## src/rtl/rf_sched_pkg.sv

```systemverilog
// Shared state encodings for the RF transceiver scheduler.
// The SELF_CHECK state is only reachable when RF_SCHED_SELF_CHECK_EN is defined.
package rf_sched_pkg;

  localparam int unsigned MODULE_IDLE_STATE     = 3;
  localparam int unsigned MODULE_WTRANS_STATE   = 2;
  localparam int unsigned MODULE_WRECEIVE_STATE = 1;
  localparam int unsigned MODULE_PROGRAM_STATE  = 0;

  localparam logic [3:0] ONEHOT_IDLE      = 4'b1000;
  localparam logic [3:0] ONEHOT_WTRANS    = 4'b0100;
  localparam logic [3:0] ONEHOT_WRECEIVE  = 4'b0010;
  localparam logic [3:0] ONEHOT_PROGRAM   = 4'b0001;
  localparam logic [3:0] ONEHOT_SELFCHECK = 4'b0000;

  typedef enum logic [2:0] {
    StIdle,
    StWtrans,
    StWreceive,
    StProgram,
    StSelfCheck
  } sched_state_e;

  function automatic logic [3:0] state_onehot(sched_state_e st);
    logic [3:0] oh;
    oh = ONEHOT_SELFCHECK;
    unique case (st)
      StIdle:     oh = ONEHOT_IDLE;
      StWtrans:   oh = ONEHOT_WTRANS;
      StWreceive: oh = ONEHOT_WRECEIVE;
      StProgram:  oh = ONEHOT_PROGRAM;
      default:    oh = ONEHOT_SELFCHECK;
    endcase
    return oh;
  endfunction

endpackage

```

## src/rtl/rf_state_scheduler_if.sv

```systemverilog
// Datapath-facing signal bundle of the scheduler; slave = scheduler, master = datapath side.
interface rf_state_scheduler_if #(
  parameter int unsigned CNT_WIDTH = 7
);
  logic                 M0_sync;
  logic                 M1_sync;
  logic                 mcu_rx_flag;
  logic [CNT_WIDTH-1:0] buf_count;
  logic                 node_tx_complete;
  logic                 node_rx_flag;
  logic                 mcu_tx_idle;
  logic                 prog_idle;
  logic [3:0]           state_module;
  logic                 trans_start;
  logic                 AUX_state_ctrl;

  modport master (
    output M0_sync, M1_sync, mcu_rx_flag, buf_count, node_tx_complete, node_rx_flag,
    output mcu_tx_idle, prog_idle,
    input  state_module, trans_start, AUX_state_ctrl
  );

  modport slave (
    input  M0_sync, M1_sync, mcu_rx_flag, buf_count, node_tx_complete, node_rx_flag,
    input  mcu_tx_idle, prog_idle,
    output state_module, trans_start, AUX_state_ctrl
  );
endinterface

```

## src/rtl/rf_timeout_counter.sv

```systemverilog
// Saturating up-counter counting 0..END-1; terminal is high while parked at END-1.
module rf_timeout_counter #(
  parameter int unsigned END   = 5000,
  parameter int unsigned WIDTH = 16
) (
  input  logic clk,
  input  logic rst,
  input  logic clear,
  input  logic enable,
  output logic terminal
);
  localparam logic [WIDTH-1:0] TermVal = WIDTH'(END - 1);

  logic [WIDTH-1:0] count_q, count_d;

  always_comb begin
    count_d = count_q;
    if (clear) begin
      count_d = '0;
    end else if (enable && (count_q != TermVal)) begin
      count_d = count_q + 1'b1;
    end
  end

  always_ff @(posedge clk) begin
    if (rst) begin
      count_q <= '0;
    end else begin
      count_q <= count_d;
    end
  end

  assign terminal = (count_q == TermVal);
endmodule

```

## src/rtl/rf_state_scheduler.sv

```systemverilog
// Central RF transceiver scheduler: owns the one-hot state_module vector and AUX state.
// Define RF_SCHED_SELF_CHECK_EN to add a post-reset SELF_CHECK phase.
module rf_state_scheduler #(
  parameter int unsigned CNT_WIDTH                   = 7,
  parameter int unsigned START_WIRELESS_TRANS_VALUE  = 58,
  parameter int unsigned END_WAITING_SEND_WLESS_DATA = 5000,
  parameter int unsigned END_COUNTER_RX_PACKET       = 5000,
  parameter int unsigned END_SELF_CHECKING           = 5000,
  parameter int unsigned TIMER_WIDTH                 = 16
) (
  input logic           internal_clk,
  input logic           rst,
  rf_state_scheduler_if.slave bus
);
  import rf_sched_pkg::*;

  localparam logic [CNT_WIDTH-1:0] StartLevel = CNT_WIDTH'(START_WIRELESS_TRANS_VALUE);

`ifdef RF_SCHED_SELF_CHECK_EN
  localparam sched_state_e ResetState = StSelfCheck;
`else
  localparam sched_state_e ResetState = StIdle;
`endif

  sched_state_e state_q, state_d;
  logic [3:0]   state_module_q, state_module_d;
  logic         trans_start_q, trans_start_d;
  logic         aux_q, aux_d;

  logic mode3, buf_empty, idle_term, rx_term;

  assign mode3     = bus.M1_sync & bus.M0_sync;
  assign buf_empty = (bus.buf_count == '0);

  rf_timeout_counter #(
    .END   (END_WAITING_SEND_WLESS_DATA),
    .WIDTH (TIMER_WIDTH)
  ) u_idle_timer (
    .clk      (internal_clk),
    .rst      (rst),
    .clear    (bus.mcu_rx_flag | buf_empty | (state_q != StIdle)),
    .enable   (state_q == StIdle),
    .terminal (idle_term)
  );

  // Holding clear outside WRECEIVE makes every entry start from zero.
  rf_timeout_counter #(
    .END   (END_COUNTER_RX_PACKET),
    .WIDTH (TIMER_WIDTH)
  ) u_silence_timer (
    .clk      (internal_clk),
    .rst      (rst),
    .clear    (bus.node_rx_flag | (state_q != StWreceive)),
    .enable   (state_q == StWreceive),
    .terminal (rx_term)
  );

`ifdef RF_SCHED_SELF_CHECK_EN
  logic self_term;

  rf_timeout_counter #(
    .END   (END_SELF_CHECKING),
    .WIDTH (TIMER_WIDTH)
  ) u_self_check_timer (
    .clk      (internal_clk),
    .rst      (rst),
    .clear    (state_q != StSelfCheck),
    .enable   (state_q == StSelfCheck),
    .terminal (self_term)
  );
`else
  logic unused_self_check_end;
  assign unused_self_check_end = (END_SELF_CHECKING != 0);
`endif

  always_ff @(posedge internal_clk) begin
    if (rst) begin
      state_q        <= ResetState;
      state_module_q <= state_onehot(ResetState);
      trans_start_q  <= 1'b0;
      aux_q          <= (ResetState == StIdle);
    end else begin
      state_q        <= state_d;
      state_module_q <= state_module_d;
      trans_start_q  <= trans_start_d;
      aux_q          <= aux_d;
    end
  end

  always_comb begin
    state_d = state_q;
    unique case (state_q)
      StIdle: begin
        if (mode3) begin
          state_d = StProgram;
        end else if (bus.node_rx_flag) begin
          state_d = StWreceive;
        end else if (bus.buf_count >= StartLevel) begin
          state_d = StWtrans;
        end else if (!buf_empty && idle_term && !bus.mcu_rx_flag) begin
          // A byte arriving on the terminal cycle restarts the wait instead.
          state_d = StWtrans;
        end
      end
      StWtrans: begin
        if (bus.node_tx_complete && buf_empty) state_d = StIdle;
      end
      StWreceive: begin
        if (rx_term && bus.mcu_tx_idle) state_d = StIdle;
      end
      StProgram: begin
        if (!mode3 && bus.prog_idle) state_d = StIdle;
      end
`ifdef RF_SCHED_SELF_CHECK_EN
      StSelfCheck: begin
        if (self_term) state_d = StIdle;
      end
`endif
      default: state_d = StIdle;
    endcase
  end

  // Outputs are decoded from the next state so the registers line up with state_q.
  always_comb begin
    state_module_d = state_onehot(state_d);
    trans_start_d  = (state_d == StWtrans) && (state_q != StWtrans);
    aux_d          = (state_d == StIdle);
  end

  assign bus.state_module   = state_module_q;
  assign bus.trans_start    = trans_start_q;
  assign bus.AUX_state_ctrl = aux_q;
endmodule

```

## src/flat_wrapper.sv

```systemverilog
// flat-port wrapper written by rule: the top's interface ports become plain ports
module rf_state_scheduler_flat import rf_sched_pkg::*;
#(
  parameter int unsigned CNT_WIDTH                   = 7,
  parameter int unsigned START_WIRELESS_TRANS_VALUE  = 58,
  parameter int unsigned END_WAITING_SEND_WLESS_DATA = 5000,
  parameter int unsigned END_COUNTER_RX_PACKET       = 5000,
  parameter int unsigned END_SELF_CHECKING           = 5000,
  parameter int unsigned TIMER_WIDTH                 = 16
)
  (internal_clk, rst, bus_M0_sync, bus_M1_sync, bus_mcu_rx_flag, bus_buf_count, bus_node_tx_complete, bus_node_rx_flag, bus_mcu_tx_idle, bus_prog_idle, bus_state_module, bus_trans_start, bus_AUX_state_ctrl);
  rf_state_scheduler_if #(.CNT_WIDTH(CNT_WIDTH)) bus_i ();
  input logic internal_clk;
  input logic rst;
  input wire logic [$bits(bus_i.M0_sync)-1:0] bus_M0_sync;
  input wire logic [$bits(bus_i.M1_sync)-1:0] bus_M1_sync;
  input wire logic [$bits(bus_i.mcu_rx_flag)-1:0] bus_mcu_rx_flag;
  input wire logic [$bits(bus_i.buf_count)-1:0] bus_buf_count;
  input wire logic [$bits(bus_i.node_tx_complete)-1:0] bus_node_tx_complete;
  input wire logic [$bits(bus_i.node_rx_flag)-1:0] bus_node_rx_flag;
  input wire logic [$bits(bus_i.mcu_tx_idle)-1:0] bus_mcu_tx_idle;
  input wire logic [$bits(bus_i.prog_idle)-1:0] bus_prog_idle;
  output wire logic [$bits(bus_i.state_module)-1:0] bus_state_module;
  output wire logic [$bits(bus_i.trans_start)-1:0] bus_trans_start;
  output wire logic [$bits(bus_i.AUX_state_ctrl)-1:0] bus_AUX_state_ctrl;
  assign bus_i.M0_sync = bus_M0_sync;
  assign bus_i.M1_sync = bus_M1_sync;
  assign bus_i.mcu_rx_flag = bus_mcu_rx_flag;
  assign bus_i.buf_count = bus_buf_count;
  assign bus_i.node_tx_complete = bus_node_tx_complete;
  assign bus_i.node_rx_flag = bus_node_rx_flag;
  assign bus_i.mcu_tx_idle = bus_mcu_tx_idle;
  assign bus_i.prog_idle = bus_prog_idle;
  assign bus_state_module = bus_i.state_module;
  assign bus_trans_start = bus_i.trans_start;
  assign bus_AUX_state_ctrl = bus_i.AUX_state_ctrl;
  rf_state_scheduler #(.CNT_WIDTH(CNT_WIDTH), .START_WIRELESS_TRANS_VALUE(START_WIRELESS_TRANS_VALUE), .END_WAITING_SEND_WLESS_DATA(END_WAITING_SEND_WLESS_DATA), .END_COUNTER_RX_PACKET(END_COUNTER_RX_PACKET), .END_SELF_CHECKING(END_SELF_CHECKING), .TIMER_WIDTH(TIMER_WIDTH)) u_core (.internal_clk(internal_clk), .rst(rst), .bus(bus_i));
endmodule
```

## config.mk

```make
export PLATFORM = sky130hd
export DESIGN_NAME = rf_state_scheduler_flat
export DESIGN_NICKNAME = d
export VERILOG_FILES = /design/src/rtl/rf_sched_pkg.sv /design/src/rtl/rf_state_scheduler_if.sv /design/src/rtl/rf_timeout_counter.sv /design/src/rtl/rf_state_scheduler.sv /design/src/flat_wrapper.sv
export SDC_FILE = /design/constraint.sdc
export NUM_CORES = 1
export LEC_CHECK = 0
export ABC_AREA = 1
export BUFFER_PORTS_ARGS = -buffer_cell sky130_fd_sc_hd__clkbuf_2
export CAP_MARGIN = 5
export CELL_PAD_IN_SITES_DETAIL_PLACEMENT = 2
export CELL_PAD_IN_SITES_GLOBAL_PLACEMENT = 2
export CORE_ASPECT_RATIO = 1.5
export CORE_MARGIN = 2
export CORE_UTILIZATION = 32
export DETAILED_ROUTE_END_ITERATION = 8
export HOLD_SLACK_MARGIN = 0.15
export PLACE_DENSITY_LB_ADDON = 0.08
export SETUP_SLACK_MARGIN = 0.3
export SLEW_MARGIN = 15
export SYNTH_ARGS = -nofsm -noshare
export SYNTH_HDL_FRONTEND = slang
export SYNTH_SLANG_ARGS = --single-unit
```

## constraint.sdc

```tcl
create_clock -name internal_clk -period 1.75 [get_ports internal_clk]
set_input_delay 0.2625 -clock internal_clk [delete_from_list [all_inputs] [get_ports internal_clk]]
set_output_delay 0.2625 -clock internal_clk [all_outputs]
set_load 0.005 [all_outputs]
```

==> metrics.md, run 1 <==
| Metric | Value |
|---|---|
| Status | stopped before the end |
| Failing step | global routing (5_1_grt) |
| Run Error | [ERROR DPL-0033] detailed placement checks failed during check placement. |
| FF+latch count, synth | 40 |
| Worst_ep kind | register data pin |
| H-Tree Depth | 2 |
| Top FF cell, synth | dfxtp_1 |
| Hold_buf cts | 0 |
| Top cell type's share of synthesized area | 36.7% |
| EDFF count, synth | 0 |
| Chip width | 71.4 µm |
| Mapped Area | 2180 µm² |
| Warning count from the yosys run | 0 |
| CTS Buf Count | 5 |
| Detailed Place HPWL | 5510 µm |
| CTS Root Cell | clkbuf_8 |
| Unique masters post-synth | 31 |
| Post-synth ARST share | 0% |
| IO Count | 22 |
| Cells taking the most area after synthesis | dfxtp_1 (37%), nand2_1 (15%), a21oi_1 (6.9%), nor2_1 (6.5%), inv_1 (5.8%) |
| Die Ht | 105 µm |
| Initial antenna violation count | 0 |
| Syn_nets | 345 |
| GR repair worst EP | u_core.bus.state_module[0]$_SDFF_PP0_/D |
| GPL Wtd Cong | 0.805 |
| Post-place setup slack | -0.0179 ns |
| Initial Utilization | 33.4% |
| Row Count | 36 |
| TritonCTS sink count | 40 |
| Pin count of the biggest net entering global routing | 17 |
| Cells after Synth | 327 |
| Seq/Total Area, Yosys | 36.7% |
| Max clock buf depth | 2 |
| Port buffer count | 21 |
| Cell type with the largest total area after synthesis | dfxtp_1 |
| Syn Area/Cell | 6.68 µm² |
-- synth_stat cells (3+ instances only) --
library cell,n
nand2_1,90
dfxtp_1,40
nor2_1,38
inv_1,34
a21oi_1,30
nand3_1,19
nor3_1,15
xor2_1,11
o21ai_0,7
xnor2_1,7
buf_2,3
nand4_1,3
nor2_2,3
nor4_1,3
o21a_1,3
-- stage by stage --
stage | hold slack [ns] | util (%) | TNS [ns] | area [µm²] | std cells
after floorplan | 0.334 | - | 0 | 2190 | 327
after global placement | 0.466 | 38.4 | 0 | 2510 | 437
after detailed placement | 0.477 | 38.4 | -0.0179 | 2510 | 437
after CTS | 0.217 | 44.6 | 0 | 2920 | 455
-- timing repair --
| action | CTS |
|---|---|
| setup buffers | 10 |
| pin swaps | 16 |
| endpoints found under the setup margin | 39 |
| resized for setup | 71 |
-- cell families after synthesis --
logic type | count (synthesis) | synth area share, %
AND/OR/NAND/NOR | 180 | 36.1
AO/OA/AOI/OAI | 44 | 10.9
buffers and inverters | 42 | 7.74
flip-flops | 40 | 36.7
XOR/XNOR | 18 | 7.22
adder cells (fa/ha/maj) | 2 | 1.15
other | 1 | 0.172
==> run 2, diff against run 1 <==
--- a/config.mk
+++ b/config.mk
@@ -8,15 +8,10 @@
 export ABC_AREA = 1
 export BUFFER_PORTS_ARGS = -buffer_cell sky130_fd_sc_hd__clkbuf_2
 export CAP_MARGIN = 5
-export CELL_PAD_IN_SITES_DETAIL_PLACEMENT = 2
-export CELL_PAD_IN_SITES_GLOBAL_PLACEMENT = 2
-export CORE_ASPECT_RATIO = 1.5
 export CORE_MARGIN = 2
-export CORE_UTILIZATION = 32
+export CORE_UTILIZATION = 35
 export DETAILED_ROUTE_END_ITERATION = 8
-export HOLD_SLACK_MARGIN = 0.15
-export PLACE_DENSITY_LB_ADDON = 0.08
-export SETUP_SLACK_MARGIN = 0.3
+export PLACE_DENSITY_LB_ADDON = 0.15
 export SLEW_MARGIN = 15
 export SYNTH_ARGS = -nofsm -noshare
 export SYNTH_HDL_FRONTEND = slang
==> run 2 against run 1 <==
  * The run now ends clean
  * Area after synthesis unchanged
  * Synthesized cell count unchanged
==> metrics.md, run 2 <==
| Metric | Value |
|---|---|
| Initial Utilization | 36.4% (was 33.4%) |
| Detailed Place HPWL | 3700 µm (was 5510 µm) |
| Vias | 2,103 |
| Hold Crit Class | input port to flip-flop |
| Final Power | 1.93 mW |
| Fin Clk Skew | 0.00815 ns |
| Commonest cells post-synth | nand2_1 (90), dfxtp_1 (40), nor2_1 (38), inv_1 (34), a21oi_1 (30) (unchanged) |
| Die area | 6890 µm² |
| Final setup fails | 0 |
| Syn Area/Cell | 6.68 µm² (unchanged) |
| Nets@finish | 384 |
| CP endpoint | u_core.u_idle_timer.count_q[7]$_SDFFE_PP0P_ |
| Most common cell in the netlist | nand2_1 (unchanged) |
| Switching share of power | 22.9% |
| CP Data Required Time | 1.96 ns |
| R2r setup slk | 0.13 ns |
| Initial antenna violation count | 0 |
| CTS Root Cell | clkbuf_8 (unchanged) |
| Combinational share of power | 8.2% |
| P_int | 1.49 mW |
| Power per Cell Area | 741 nW/µm² |
| Via/cell ratio | 4.76 |
| Drt drc | 0 |
| Max Freq | 616 MHz |
| Commonest cells after routing, fill and taps aside | nand2_1 (90), dfxtp_1 (40), nor2_1 (38) |
| Area Growth Syn to Fin | 19.4% |
| Chip width | 83.0 µm (was 71.4 µm) |
| Largest regs | u_core.u_idle_timer.count_q x16, u_core.u_silence_timer.count_q x16 |
| GPL Wtd Cong | 0.926 (was 0.805) |
| Seq/Total Area, Yosys | 36.7% (unchanged) |
| CP Data Arrival Time | 1.83 ns |
| Seq pwr share | 48.6% |
| Cell type with the largest total area after synthesis | dfxtp_1 (unchanged) |
| R2R cell count | 10 |
| # fillers | 602 |
| CTS Buf Count | 5 (unchanged) |
| Status | finished, final reports clean (was stopped before the end) |
| TritonCTS sink count | 40 (unchanged) |
| Cells after Synth | 327 (unchanged) |
| Clock share of power | 43.2% |
| Startpoint Class | flip-flop |
| Multi-input gate area | 1220 µm² |
| Post-DRT Antenna Nets | 0 |
| Top FF cell, synth | dfxtp_1 (unchanged) |
| Most common cell after layout, fill and taps aside | nand2_1 |
| Reported max-cap violation count | 0 |
| TritonRoute pass-1 iters | 4 |
| IR drop worst, VDD | 0.369 mV |
| Mapped Area | 2180 µm² (unchanged) |
| Max clock buf depth | 2 (unchanged) |
| DR WL/cell | 10.8 µm |
| Ant diodes | 0 |
| Worst setup EP type | flip-flop |
| Port buffer count | 21 (unchanged) |
| Register area | 801 µm² |
| Placed cells | 433 (was 437) |
| Post-synth ARST share | 0% (unchanged) |
| EDFF count, synth | 0 (unchanged) |
| Global-route wire length before repair | 8650 µm |
| FF+latch count, synth | 40 (unchanged) |
| Worst-path clk slew | 0.08 ns |
| Skew-Pair Late Insertion Delay | 0.29 ns |
| R2R Path Start | u_core.u_idle_timer.count_q[0]$_SDFFE_PP0P_ |
| Warning count from the yosys run | 0 (unchanged) |
| Final wirelength | 4780 µm |
| Final period utilization | 92.8% |
| Switch Pwr | 0.441 mW |
| Worst Path Max Fanout | 15 |
| Critical path launch point | u_core.u_idle_timer.count_q[0]$_SDFFE_PP0P_ |
| CORE AREA | 5990 µm² |
| Hold_buf cts | 0 (unchanged) |
| Pin count of the biggest net entering global routing | 17 |
| Vias in the first global route | 1,934 |
| Syn_nets | 345 (unchanged) |
| IO Count | 22 (unchanged) |
| Global route overflow | 0 |
| Static leakage | 0.962 nW |
| RSZ-0062 raised after global routing | yes |
| Worst R2R End | u_core.u_idle_timer.count_q[7]$_SDFFE_PP0P_ |
| Slew Limit Fails | 0 |
| H-Tree Depth | 2 (unchanged) |
| Worst Hold Slack | 0.202 ns |
| CP Class | flip-flop to flip-flop |
| Die Ht | 83.0 µm (was 105 µm) |
| CTS tree | built |
| Layout cells sized above 1 | 15.8% |
| Final std cells w/o fill | 442 |
| Row Count | 28 (was 36) |
| Min Tclk post-route | 1.62 ns |
| Final hold vios | 0 |
| Cells taking the most area after synthesis | dfxtp_1 (37%), nand2_1 (15%), a21oi_1 (6.9%), nor2_1 (6.5%), inv_1 (5.8%) (unchanged) |
| Initial DRC Count | 124 |
| Unique masters post-synth | 31 (unchanged) |
| Top cell type's share of synthesized area | 36.7% (unchanged) |
| Total GRT Usage | 14.8% |
| Post-layout util | 43.5% |
==> run 2: logic make-up after synthesis <==
family	after synthesis	synth area share [%]
AND/OR/NAND/NOR	180	36.1
AO/OA/AOI/OAI	44	10.9
buffers and inverters	42	7.74
flip-flops	40	36.7
XOR/XNOR	18	7.22
adder cells (fa/ha/maj)	2	1.15
other	1	0.172
==> run 2: layer usage <==
metal | part of all wire (%) | GRT usage [%] | vias up
met2 | 44 | 23.5 | 37
met1 | 53 | 20.4 | 937
met4 | 0.57 | 4.02 | 0
met3 | 3.0 | 3.08 | 2
met5 | 0 | 0 | -
li1 | - | - | 1127
==> run 2: power groups by stage <==
stage	sequential (mW)	clock [mW]	combinational, mW
CTS	0.938	0.861	0.158
finish	0.938	0.835	0.158
floorplan	0.959	0	0.0974
global placement	0.959	0	0.157
global route	0.940	0.905	0.181
detailed placement	0.960	0	0.158
==> run 2: worst min-delay path by stage <==
stage | cells past startpoint | start | to | slack, ns
3_3_place_gp | 2 | u_core.u_idle_timer.count_q[8]$_SDFFE_PP0P_ | u_core.u_idle_timer.count_q[8]$_SDFFE_PP0P_ | 0.47
6_report | 2 | rst | u_core.bus.state_module[2]$_SDFF_PP0_ | 0.20
2_1_floorplan | 1 | rst | u_core.bus.state_module[2]$_SDFF_PP0_ | 0.33
3_5_place_dp | 2 | u_core.u_idle_timer.count_q[8]$_SDFFE_PP0P_ | u_core.u_idle_timer.count_q[8]$_SDFFE_PP0P_ | 0.47
5_1_grt | 2 | rst | u_core.bus.trans_start$_SDFF_PP0_ | 0.20
4_1_cts | 2 | rst | u_core.bus.state_module[2]$_SDFF_PP0_ | 0.19
==> run 2: layout make-up <==
class / count / share of cell area, %
Multi-Input combinational cell: 245 / 46.7
Clock inverter: 1 / 1.15
Clock buffer: 7 / 3.69
Timing Repair Buffer: 38 / 8.93
Tap cell: 75 / 3.60
Inverter: 36 / 5.18
Sequential cell: 40 / 30.7
==> run 2: worst max-delay path: stages (launching register included) <==
cell and delay [ns]:
dfxtp_1 0.33, ha_1 0.21, nand2_1 0.06, nor2_1 0.03, nand2_1 0.07, nor2_2 0.04
buf_4 0.13, nor2_4 0.16, inv_2 0.16, o21ai_0 0.15, nor3b_1 0.18
==> run 2: metrics by stage <==
step / setup TNS (ns) / setup WS [ns] / instance area, µm²
floorplan: 0 / 0.262 / 2180
global placement: 0 / 0.200 / 2470
detailed placement: 0 / 0.140 / 2470
CTS: 0 / 0.115 / 2590
global route: -0.0205 / -0.0205 / 2610
finish: 0 / 0.127 / 2610
==> run 2: what timing repair did <==
action,in CTS,in global routing
endpoints found under the setup margin,0,3
buffers inserted,0,1
resized for setup,0,1
(Power assumes the default switching activity.)
